<file path="config.mk">
export PLATFORM = sky130hd
export DESIGN_NAME = game_countdown_timer
export DESIGN_NICKNAME = d
export VERILOG_FILES = /design/src/rtl/game_timer_pkg.sv /design/src/rtl/seconds_to_mmss_bcd.sv /design/src/rtl/game_countdown_timer.sv
export SDC_FILE = /design/constraint.sdc
export NUM_CORES = 1
export LEC_CHECK = 0
export CORE_MARGIN = 1.5
export CORE_UTILIZATION = 55
export CTS_CLUSTER_DIAMETER = 30
export DETAILED_ROUTE_END_ITERATION = 10
export HOLD_SLACK_MARGIN = 0.02
export PLACE_DENSITY_LB_ADDON = 0.2
export SLEW_MARGIN = 20
export SYNTH_ARGS = -nofsm -noshare
export SYNTH_HDL_FRONTEND = slang
export SYNTH_HIERARCHICAL = 1
export SYNTH_SLANG_ARGS = --single-unit
</file>
<file path="constraint.sdc">
create_clock -name clk -period 9.58 [get_ports clk]
set_input_delay 1.916 -clock clk [delete_from_list [all_inputs] [get_ports clk]]
set_output_delay 1.916 -clock clk [all_outputs]
set_load 0.01 [all_outputs]
</file>
<file path="src/rtl/game_timer_pkg.sv">
// game_timer_pkg: shared types and limits for the round countdown timer
package game_timer_pkg;
  typedef enum logic [1:0] {IDLE, RUN, PAUSED, EXPIRED} timer_state_t;
  typedef logic [3:0] bcd_digit_t;
  localparam int MAX_SECONDS = 5999;
  localparam int SEC_W = 13;
endpackage

</file>
<file path="src/rtl/seconds_to_mmss_bcd.sv">
// seconds_to_mmss_bcd: combinational split of a seconds count into mm:ss BCD digits
module seconds_to_mmss_bcd
  import game_timer_pkg::*;
(
  input  logic [SEC_W-1:0] seconds_i,
  output bcd_digit_t       min_tens_o,
  output bcd_digit_t       min_ones_o,
  output bcd_digit_t       sec_tens_o,
  output bcd_digit_t       sec_ones_o
);
  logic [SEC_W-1:0] mins, secs;
  assign mins       = seconds_i / SEC_W'(60);
  assign secs       = seconds_i % SEC_W'(60);
  assign min_tens_o = bcd_digit_t'(mins / SEC_W'(10));
  assign min_ones_o = bcd_digit_t'(mins % SEC_W'(10));
  assign sec_tens_o = bcd_digit_t'(secs / SEC_W'(10));
  assign sec_ones_o = bcd_digit_t'(secs % SEC_W'(10));
endmodule

</file>
<file path="src/rtl/game_countdown_timer.sv">
// game_countdown_timer: round countdown with pause, bonus time, warning and expiry flags
module game_countdown_timer
  import game_timer_pkg::*;
#(
  parameter int INIT_SECONDS  = 120,
  parameter int WARN_SECONDS  = 10,
  parameter int BONUS_SECONDS = 5
) (
  input  logic       clk,
  input  logic       reset,
  input  logic       start,
  input  logic       pause,
  input  logic       add_bonus,
  input  logic       one_sec,
  input  logic       duty50,
  output bcd_digit_t min_tens,
  output bcd_digit_t min_ones,
  output bcd_digit_t sec_tens,
  output bcd_digit_t sec_ones,
  output logic       running,
  output logic       expired,
  output logic       time_up,
  output logic       warning,
  output logic       blink
);
  timer_state_t     state_q, state_d;
  logic [SEC_W-1:0] count_q, count_d;
  logic [SEC_W:0]   sum;
  logic             dec, bon, warn_d;
  bcd_digit_t       mt_d, mo_d, st_d, so_d;
  bcd_digit_t       mt_q, mo_q, st_q, so_q;
  logic             running_q, expired_q, time_up_q, warning_q;
  always_comb begin
    dec     = state_q == RUN && one_sec && !pause && !start && count_q != '0;
    bon     = (state_q == RUN || state_q == PAUSED) && add_bonus && !start;
    // bonus and tick fold into one saturating update
    sum     = {1'b0, count_q} + (bon ? (SEC_W+1)'(BONUS_SECONDS) : '0) - (SEC_W+1)'(dec);
    count_d = start ? SEC_W'(INIT_SECONDS) :
              sum > (SEC_W+1)'(MAX_SECONDS) ? SEC_W'(MAX_SECONDS) : sum[SEC_W-1:0];
    state_d = start                                ? RUN     :
              (state_q == RUN && count_d == '0)    ? EXPIRED :
              (state_q == RUN && pause)            ? PAUSED  :
              (state_q == PAUSED && !pause)        ? RUN     : state_q;
    warn_d  = (state_d == RUN || state_d == PAUSED) && count_d != '0 &&
              count_d <= SEC_W'(WARN_SECONDS);
  end
  seconds_to_mmss_bcd u_conv (
    .seconds_i  (count_d),
    .min_tens_o (mt_d),
    .min_ones_o (mo_d),
    .sec_tens_o (st_d),
    .sec_ones_o (so_d)
  );
  always_ff @(posedge clk or posedge reset) begin
    if (reset) begin
      state_q   <= IDLE;
      count_q   <= '0;
      mt_q      <= '0;
      mo_q      <= '0;
      st_q      <= '0;
      so_q      <= '0;
      running_q <= 1'b0;
      expired_q <= 1'b0;
      time_up_q <= 1'b0;
      warning_q <= 1'b0;
    end else begin
      state_q   <= state_d;
      count_q   <= count_d;
      mt_q      <= mt_d;
      mo_q      <= mo_d;
      st_q      <= st_d;
      so_q      <= so_d;
      running_q <= state_d == RUN;
      expired_q <= state_d == EXPIRED;
      time_up_q <= state_q == RUN && state_d == EXPIRED;
      warning_q <= warn_d;
    end
  end
  assign min_tens = mt_q;
  assign min_ones = mo_q;
  assign sec_tens = st_q;
  assign sec_ones = so_q;
  assign running  = running_q;
  assign expired  = expired_q;
  assign time_up  = time_up_q;
  assign warning  = warning_q;
  assign blink    = warning_q & duty50;
endmodule

</file>
==> reports/qor.csv <==
metric;value;unit
Die Width;91.7;um
vias per cell;6.28;
Async SR Flop Fraction;100;%
crit start category;input pin;
Slew Limit Fails;0;
delay of the slowest cell on the worst path;460;ps
router iterations before antenna repair;5;
r2r endpoint;min_ones[2];
Cell Area, Synth;4320;um^2
Syn Inst Count;538;
final worst path period share;96.0;%
Worst R2R Path Depth;36;
Setup-failing EPs final;0;
GPL Wtd Cong;0.969;
number of global-route vias before repair;4367;
yosys warns;6;
Initial Util;56.5;%
Max-Cap Viols;0;
endpoint class of the critical path;flip-flop;
critical path peak fanout;8;
clk sinks;35;
cell with the most instances on the worst path;ha_1;
die height;91.7;um
Core Region;7650;um^2
initial antenna violation count;0;
H-tree Lvls;2;
crit-path leading delay family;compound AO/OA/AOI/OAI gates;
Post-route DRC;0;
Final nets;641;
DIE AREA;8400;um^2
worst skew pair latency;300;ps
CP required;9770;ps
most frequent cells in the layout;buf_4 (53), inv_1 (43), a21oi_1 (39);
most common cell after layout, fill and taps aside;buf_4;
n_diodes;0;
Mapped Nets;576;
CP Buf/Inv Count;7;
R2R Path Start;count_q[1];
Setup crit end;min_ones[2];
RSZ-0062 raised after global routing;yes;
hold crit path type;reg -> reg;
Primary FF master, synth;dfrtp_1;
synthesized area per cell;8.04;um^2
CTS Hold Bufs;0;
ranking of synthesized cells by area;dfrtp_1 (20%), ha_1 (8.7%), a21oi_1 (5.0%), inv_1 (3.7%), o21ai_0 (3.4%);
max_slew headroom;61.4;%
Fin. Hold Viols;0;
#FFs+latches synth;35;
CP Data Arrival Time;9390;ps
HPWL Detailed;9030;um
GR Overflow Total;0;
fmax;109;MHz
WL final;11900;um
R2R setup slack;1810;ps
Final min period;9200;ps
clk buf depth;2;
library cells used by synthesis;98;
fillers;651;
layout cells sized above 1;19.7;%
total number of vias;4435;
DRT iter0 DRCs;155;
Final Skew;13.0;ps
Synth area leader;dfrtp_1;
Final ANT Viol Nets;0;
Row Count;32;
Port Buffers;27;
number of buffers created by CTS;5;
crit path kind;in -> reg;
Root Driver;clkbuf_8;
largest net degree at the start of global routing;36;
Reg clk slew, reported paths;90;ps
Avg WL per Cell;16.9;um
Critical Path Stages;37;
worst slack, placed;-172;ps
TritonCTS clock tree;yes;
first-pass GRT wire length;20100;um
final setup margin;384;ps
measured slew at the worst slew-check pin;571;ps
share of Yosys cell area claimed by the top area cell type;20.3;%
Seq/Total Area, Yosys;20.3;%
total track usage;29.1;%
P&R area growth vs syn;19.9;%
EDFF count, synth;0;
CP startpoint;pause;
Ports;28;
CP max stage cell;clkdlybuf4s50_1;
status;finished clean;
## worst register-to-register path, delay by kind of cell, from the launching register on
family                   cells  cell delay [ps]
AO/OA/AOI/OAI               11             2230
adder cells (fa/ha/maj)      7             2020
AND/OR/NAND/NOR              8             1400
multiplexers                 3              760
buffers and inverters        5              570
flip-flops                   1              400
XOR/XNOR                     2              310
## per-layer routing
metal  global-route usage [%]  share of wire, %
met1                     37.6                44
met2                     48.8                49
met3                     3.32               4.3
met4                     12.9               3.0
met5                        0                 0
## cell usage after synthesis, drive strengths merged (12+ instances only)
cell and instances:
a211oi 12, inv 44, nand2 34, a21oi 46
nor2b 12, nor3 12, buf 17, nor2 37
dfrtp 35, ha 30, xnor2 14, nand3 16
o21ai 43
## kinds of logic (layout without fill, tap and decap cells)
logic type / count (synthesis) / in the layout / share of synthesized area [%]
buffers and inverters: 67 / 133 / 6.95
AOI/OAI and AO/OA: 193 / 193 / 33.5
xor gates and xnor gates: 18 / 18 / 3.82
adders and majority gates: 34 / 34 / 9.84
other: 1 / 1 / 0.0867
muxes: 8 / 8 / 2.08
and+or+nand+nor: 182 / 182 / 23.4
DFF: 35 / 35 / 20.3
## state kept, by name, indices dropped and copies added, names as in the netlist
register	flops
min_ones	4
sec_ones	4
min_tens	4
warning	1
running	1
expired	1
count_q	13
state_q	2
sec_tens	4
time_up	1
## worst min-delay path by stage
stage                           from          to  slack, ps  cells past startpoint
after CTS                 state_q[0]  state_q[0]        750                      4
after global placement    state_q[0]  state_q[0]        710                      4
final                     state_q[0]  state_q[0]        750                      4
after floorplan           state_q[0]  state_q[0]        650                      4
after global routing      state_q[0]  state_q[0]        830                      4
after detailed placement  state_q[0]  state_q[0]        730                      4
## final cells by class
class / instances / area [um^2] / share of cell area, %
Sequential cell: 35 / 876 / 16.9
Timing Repair Buffer: 81 / 688 / 13.3
Clock inverter: 3 / 43.8 / 0.845
Tap cell: 102 / 128 / 2.46
Inverter: 44 / 165 / 3.19
Clock buffer: 5 / 68.8 / 1.33
Multi-Input combinational cell: 436 / 3220 / 62.0
## through the flow
stage	hold WS [ps]	util (%)	cells	setup TNS, ps	instance area [um^2]
3_5_place_dp	730	64.8	692	-279	4960
6_report	749	67.8	706	0	5180
4_1_cts	749	66.3	700	0	5070
5_1_grt	827	67.8	706	-55.3	5180
3_3_place_gp	705	64.8	692	0	4960
2_1_floorplan	648	-	538	0	4320
## repair_timing
item,CTS,global route
setup endpoints to repair,0,7
gates resized for setup,0,14
endpoints found under the hold margin,0,0
setup buffers,0,6
Power is not shown: default switching activity piles up to over one toggle a cycle in this logic, so the estimate is an artifact.
